<file path="src/rtl/bbus_defs.sv">
// SNES B-bus master shared definitions.
// Pin direction encodings and FSM state encoding.
package bbus_defs;

  localparam logic DIR_INPUT      = 1'b0;
  localparam logic DIR_OUTPUT     = 1'b1;
  localparam logic LVL_DIR_INPUT  = 1'b0;
  localparam logic LVL_DIR_OUTPUT = 1'b1;

  typedef enum logic [2:0] {
    ST_IDLE     = 3'd0,
    ST_TURN_ON  = 3'd1,
    ST_SETUP    = 3'd2,
    ST_STROBE   = 3'd3,
    ST_HOLD     = 3'd4,
    ST_TURN_OFF = 3'd5
  } state_t;

endpackage

</file>
<file path="src/rtl/bbus_master.sv">
// SNES B-bus (PPU bus) cycle generator: one read/write per request.
// Ports: clk/rst; req_* handshake in; rsp_* out; pa/pd pin-side controls.
module bbus_master
  import bbus_defs::*;
#(
  parameter int SETUP_CYCLES  = 1,
  parameter int STROBE_CYCLES = 2,
  parameter int HOLD_CYCLES   = 1
) (
  input  logic       clk,
  input  logic       rst,
  input  logic       req_valid,
  output logic       req_ready,
  input  logic       req_write,
  input  logic [7:0] req_addr,
  input  logic [7:0] req_data,
  output logic       rsp_valid,
  output logic [7:0] rsp_data,
  output logic       pard_n,
  output logic       pawr_n,
  output logic       lvl_pa_dir,
  input  logic [7:0] pa_in,
  output logic [7:0] pa_out,
  output logic       pa_dir,
  output logic       lvl_pd_dir,
  input  logic [7:0] pd_in,
  output logic [7:0] pd_out,
  output logic       pd_dir
);

  localparam int MAXP01 =
    (SETUP_CYCLES > STROBE_CYCLES) ? SETUP_CYCLES : STROBE_CYCLES;
  localparam int MAXP =
    (MAXP01 > HOLD_CYCLES) ? MAXP01 : HOLD_CYCLES;
  localparam int CW = (MAXP > 1) ? $clog2(MAXP) : 1;

  localparam logic [CW-1:0] L_SETUP  = CW'(SETUP_CYCLES - 1);
  localparam logic [CW-1:0] L_STROBE = CW'(STROBE_CYCLES - 1);
  localparam logic [CW-1:0] L_HOLD   = CW'(HOLD_CYCLES - 1);

  state_t        r_state;
  state_t        w_ns;
  logic [CW-1:0] r_cnt;
  logic [CW-1:0] w_load;
  logic          r_write;
  logic [7:0]    r_addr;
  logic [7:0]    r_data;
  logic [7:0]    r_rdata;

  logic          w_acc;
  logic          w_wr;
  logic [7:0]    w_addr;
  logic [7:0]    w_data;
  logic          w_cnt_done;
  logic          w_drive;

  logic          w_pard_n;
  logic          w_pawr_n;
  logic          w_lvl_pa;
  logic          w_lvl_pd;
  logic          w_pa_dir;
  logic          w_pd_dir;
  logic [7:0]    w_pa_out;
  logic [7:0]    w_pd_out;
  logic          w_rsp_valid;
  logic [7:0]    w_rsp_data;

  logic          w_unused;
  assign w_unused = ^pa_in;

  assign req_ready  = (r_state == ST_IDLE);
  assign w_acc      = req_valid && req_ready;
  assign w_cnt_done = (r_cnt == '0);

  // Outputs are registered from the next state, so the request fields
  // must come straight from the ports on the accept edge.
  assign w_wr   = w_acc ? req_write : r_write;
  assign w_addr = w_acc ? req_addr  : r_addr;
  assign w_data = w_acc ? req_data  : r_data;

  always_ff @(posedge clk) begin
    if (rst) begin
      r_state <= ST_IDLE;
      r_cnt   <= '0;
    end else begin
      r_state <= w_ns;
      if (w_ns != r_state)
        r_cnt <= w_load;
      else if (!w_cnt_done)
        r_cnt <= r_cnt - 1'b1;
    end
  end

  always_comb begin
    w_ns = r_state;
    unique case (r_state)
      ST_IDLE:     if (req_valid) w_ns = ST_TURN_ON;
      ST_TURN_ON:  w_ns = ST_SETUP;
      ST_SETUP:    if (w_cnt_done) w_ns = ST_STROBE;
      ST_STROBE:   if (w_cnt_done) w_ns = ST_HOLD;
      ST_HOLD:     if (w_cnt_done) w_ns = ST_TURN_OFF;
      ST_TURN_OFF: w_ns = ST_IDLE;
      default:     w_ns = ST_IDLE;
    endcase
  end

  always_comb begin
    w_load = '0;
    unique case (w_ns)
      ST_SETUP:  w_load = L_SETUP;
      ST_STROBE: w_load = L_STROBE;
      ST_HOLD:   w_load = L_HOLD;
      default:   w_load = '0;
    endcase
  end

  always_ff @(posedge clk) begin
    if (rst) begin
      r_write <= 1'b0;
      r_addr  <= 8'h00;
      r_data  <= 8'h00;
      r_rdata <= 8'h00;
    end else begin
      if (w_acc) begin
        r_write <= req_write;
        r_addr  <= req_addr;
        r_data  <= req_data;
      end
      // pard_n is still low on the edge ending the last strobe cycle.
      if (r_state == ST_STROBE && w_cnt_done && !r_write)
        r_rdata <= pd_in;
    end
  end

  // FPGA pins drive only inside SETUP..HOLD; the level shifters
  // bracket that window by one cycle on each side.
  assign w_drive = (w_ns == ST_SETUP) || (w_ns == ST_STROBE) ||
                   (w_ns == ST_HOLD);

  always_comb begin
    w_pard_n    = 1'b1;
    w_pawr_n    = 1'b1;
    w_lvl_pa    = LVL_DIR_INPUT;
    w_lvl_pd    = LVL_DIR_INPUT;
    w_pa_dir    = DIR_INPUT;
    w_pd_dir    = DIR_INPUT;
    w_pa_out    = 8'h00;
    w_pd_out    = 8'h00;
    w_rsp_valid = 1'b0;
    w_rsp_data  = 8'h00;
    if (w_ns != ST_IDLE) begin
      w_lvl_pa = LVL_DIR_OUTPUT;
      w_pa_out = w_addr;
      if (w_wr) begin
        w_lvl_pd = LVL_DIR_OUTPUT;
        w_pd_out = w_data;
      end
    end
    if (w_drive) begin
      w_pa_dir = DIR_OUTPUT;
      if (w_wr) w_pd_dir = DIR_OUTPUT;
    end
    if (w_ns == ST_STROBE) begin
      if (w_wr) w_pawr_n = 1'b0;
      else      w_pard_n = 1'b0;
    end
    if (w_ns == ST_TURN_OFF) begin
      w_rsp_valid = 1'b1;
      if (!w_wr) w_rsp_data = r_rdata;
    end
  end

  always_ff @(posedge clk) begin
    if (rst) begin
      pard_n     <= 1'b1;
      pawr_n     <= 1'b1;
      lvl_pa_dir <= LVL_DIR_INPUT;
      lvl_pd_dir <= LVL_DIR_INPUT;
      pa_dir     <= DIR_INPUT;
      pd_dir     <= DIR_INPUT;
      pa_out     <= 8'h00;
      pd_out     <= 8'h00;
      rsp_valid  <= 1'b0;
      rsp_data   <= 8'h00;
    end else begin
      pard_n     <= w_pard_n;
      pawr_n     <= w_pawr_n;
      lvl_pa_dir <= w_lvl_pa;
      lvl_pd_dir <= w_lvl_pd;
      pa_dir     <= w_pa_dir;
      pd_dir     <= w_pd_dir;
      pa_out     <= w_pa_out;
      pd_out     <= w_pd_out;
      rsp_valid  <= w_rsp_valid;
      rsp_data   <= w_rsp_data;
    end
  end

endmodule

</file>
<file path="config.mk">
export PLATFORM = sky130hd
export DESIGN_NAME = bbus_master
export DESIGN_NICKNAME = d
export VERILOG_FILES = /design/src/rtl/bbus_defs.sv /design/src/rtl/bbus_master.sv
export SDC_FILE = /design/constraint.sdc
export NUM_CORES = 1
export LEC_CHECK = 0
export CAP_MARGIN = 20
export CORE_ASPECT_RATIO = 1.2
export CORE_MARGIN = 5
export CORE_UTILIZATION = 45
export CTS_CLUSTER_DIAMETER = 30
export DETAILED_ROUTE_END_ITERATION = 8
export PLACE_DENSITY_LB_ADDON = 0.15
export SLEW_MARGIN = 40
export SYNTH_ARGS = -nofsm -noshare
export SYNTH_HDL_FRONTEND = slang
export SYNTH_SLANG_ARGS = --single-unit
</file>
<file path="constraint.sdc">
create_clock -name clk -period 2.24 [get_ports clk]
set_clock_uncertainty 0.1 [all_clocks]
set_input_delay 0.448 -clock clk [delete_from_list [all_inputs] [get_ports clk]]
set_output_delay 0.448 -clock clk [all_outputs]
set_load 0.1 [all_outputs]
</file>
==> impl_results.md <==
- Sw Ratio: between 30% and 40%
- Worst Reg2Reg Path Length in Cells: 3
- Place WS: 0.0676 ns
- Clock latency at the later pin of the worst-skew pair: 0.33 ns
- Clock slew at reported path FFs: around 0.06 ns
- Final Cell Area: about 2900 um^2
- Root buffer cell: clkbuf_8
- Hold Path End: rsp_data[7]
- CP startpoint kind: input pin
- Count leader, synth: dfxtp_1
- Cell area after synthesis: roughly 2100 um^2
- Period utilization: 81.9%
- Reg-to-reg endpoint: pawr_n
- Switching power: 816 uW
- Placed instance count: roughly 310
- Wire per inst: 12.7 um
- Initial DRC count: 31
- Synth top area cells: dfxtp_1 (56%), mux2i_1 (7.5%), a211oi_1 (5.6%)
- I/O pins: 68
- Reg-to-reg slack, setup: 0.47 ns
- Leak: 0.00117 uW
- Final worst setup slack: around 0.41 ns
- First-pass GRT wire length: 7.02 mm
- Seq/Total Area, Yosys: 56.5%
- Area leader, netlist: dfxtp_1
- Syn_area_per_cell: 10.5 um^2
- Async S/R FF share, synth: 0%
- Die Wd: slightly above 70 um
- DP Area: between 2000 and 3000 um^2
- Post-synthesis cell type count: 29
- Setup crit end kind: flip-flop
- Overall Global Routing Usage: 14.9%
- Hold_buf cts: 0
- Hold path startpoint: r_rdata[7]
- Cells after Synth: 202
- Post-Syn Nets: 238
- Top post-synthesis cells by count: dfxtp_1 (60), nand2_1 (20), nand2b_1 (18)
- CP Data Arrival Time: 1.95 ns
- Post-DR vias/cell: 4.84
- Final min period: 1.83 ns
- Worst-margin pin slew: 0.463 ns
- Setup TNS Final: 0 ns
- Fill count: between 400 and 500
- Peak VDD IR: 0.452 mV
- First-pass DRT Iterations: 4
- Number of synthesized flops with an enable pin: 0
- Ratio of cells with drive above 1 in the final layout: between 20 and 25%
- Grt ovf: 0
- Slew Limit Fails: 0
- Final-report hold violation count: 0
- Final ANT Viol Nets: 0
- Worst-path fanout max: 12
- Combinational power share: between 20% and 30%
- Clock buffer count from CTS: 9
- Placer congestion estimate: 0.681
- Synth Register Bits: 60
- Max clock buf depth: 2
- Largest net degree at the start of global routing: 41
- DP HPWL: 2.86 mm
- Setup violations, final: 0
- CP Class: in2reg
- Crit path launch: req_valid
- Die area: 6210 um^2
- Initial Util: 46.3%
- Synth Warn #: 0
- Unrepaired setup endpoints after global routing: no
- Worst reg2reg startpoint: r_state[1]
- Pwr Density: about 930 nW/um^2
- Clock Sinks: 60
- Area Growth Syn to Fin: 35.9%
- Fin cells: ~330
- H-tree levels: 3
- Hold-critical path depth: 1
- Class of the worst hold path: reg2reg
- Top FF cell, synth: dfxtp_1
- Seq pwr share: 44.0%
- Die H: 85.3 um
- Area share of the largest cell type after synthesis: roughly 56%
- CP required: between 2 and 2.5 ns
- CTS tree: built
- Register Area: 1200 um^2
- Rows: 27
- Final wirelength: 4.15 mm
- Post-CTS Setup Bufs: 0
- Internal Pwr Total: 1860 uW
- Worst slew margin: approximately 69%
- Multi-input logic area: around 860 um^2
- Clock Power Share: 34.7%
- CORE AREA: 4590 um^2
- Vias in the first global route: 1587
- Outcome: finished, final reports clean
- Fmax: 0.545 GHz
- Diodes inserted: 0
- Antenna violations before repair: 0
- CTS-repair resized insts: 0
- Buffers on Ports: 59
- DRC Markers: 0
- Maxcap violations: 0
- Vias: 1582
- Final #Nets: between 300 and 400
[sequential cells by signal (all words and copies together), names as in the netlist, 3 cells and up]
name      flops
pd_out        8
r_addr        8
pa_out        8
r_rdata       8
r_data        8
rsp_data      8
r_state       3
[worst max-delay path by stage]
stage                 to  slack [ns]  cells after the start
2_1_floorplan  req_ready        0.24                      3
6_report          pawr_n        0.41                      4
3_5_place_dp      pawr_n        0.07                      4
5_1_grt        pd_out[0]        0.33                      4
3_3_place_gp      pawr_n        0.06                      4
4_1_cts        req_ready        0.41                      3
[worst max-delay path: stages]
cell	delay, ns
clkdlybuf4s50_1	0.48
or4b_4	0.61
mux2i_4	0.25
nand2b_1	0.16
[layout by cell type (no fill, tap or decap), drive strengths merged]
| cell type | n |
|---|---|
| a31oi | 1 |
| nor2 | 16 |
| and4b | 1 |
| nor3 | 5 |
| nor4 | 3 |
| clkinvlp | 2 |
| or4b | 2 |
| nand4b | 1 |
| nand2b | 18 |
| mux2 | 2 |
| nand4bb | 1 |
| dfxtp | 60 |
| nor2b | 2 |
| nor4b | 1 |
| nand3 | 1 |
| mux2i | 17 |
| buf | 39 |
| clkdlybuf4s50 | 26 |
| a21oi | 9 |
| a211oi | 16 |
| nand2 | 20 |
| xor2 | 1 |
| clkbuf | 11 |
| and2 | 8 |
| o21ai | 2 |
| clkinv | 1 |
| a21o | 1 |
| bufinv | 1 |
| or3 | 1 |
[per-stage QoR]
stage	util, %	total power, uW	hold slack, ns
6_report	62.9	2680	0.354
5_1_grt	62.9	2800	0.381
4_1_cts	62.9	2710	0.357
3_5_place_dp	58.8	1780	0.341
3_3_place_gp	58.8	1770	0.336
2_1_floorplan	-	1620	0.331
[cell families (layout without fill, tap and decap cells)]
family / Yosys count / in the layout / share of synthesized area, %
and+or+nand+nor: 80 / 80 / 21.1
DFF: 60 / 60 / 56.5
AOI/OAI and AO/OA: 29 / 29 / 8.88
muxes: 19 / 19 / 9.65
buffers and inverters: 13 / 80 / 3.47
xor gates and xnor gates: 1 / 1 / 0.412
[final cells by class]
cell class / count / area share [%]
multi-input combinational: 129 / 29.9
sequential: 60 / 41.5
timing repair buffer: 65 / 19.5
clock inverter: 4 / 1.73
clock buffer: 11 / 4.89
tap: 58 / 2.51
[power by group through the flow]
stage	sequential, uW	combinational (uW)	clock [uW]
6_report	1180	571	929
5_1_grt	1190	605	1010
4_1_cts	1180	577	953
3_5_place_dp	1200	575	0
3_3_place_gp	1200	574	0
2_1_floorplan	1370	255	0
[metal layers]
metal | wire length (um) | vias to the layer above | track usage [%]
met5 | 0 | - | 0
met4 | 78 | 0 | 8.05
met3 | 311 | 8 | 6.04
met2 | 1940 | 46 | 23.8
met1 | 1820 | 708 | 16.5
li1 | - | 820 | -
(Power assumes the default switching activity.)
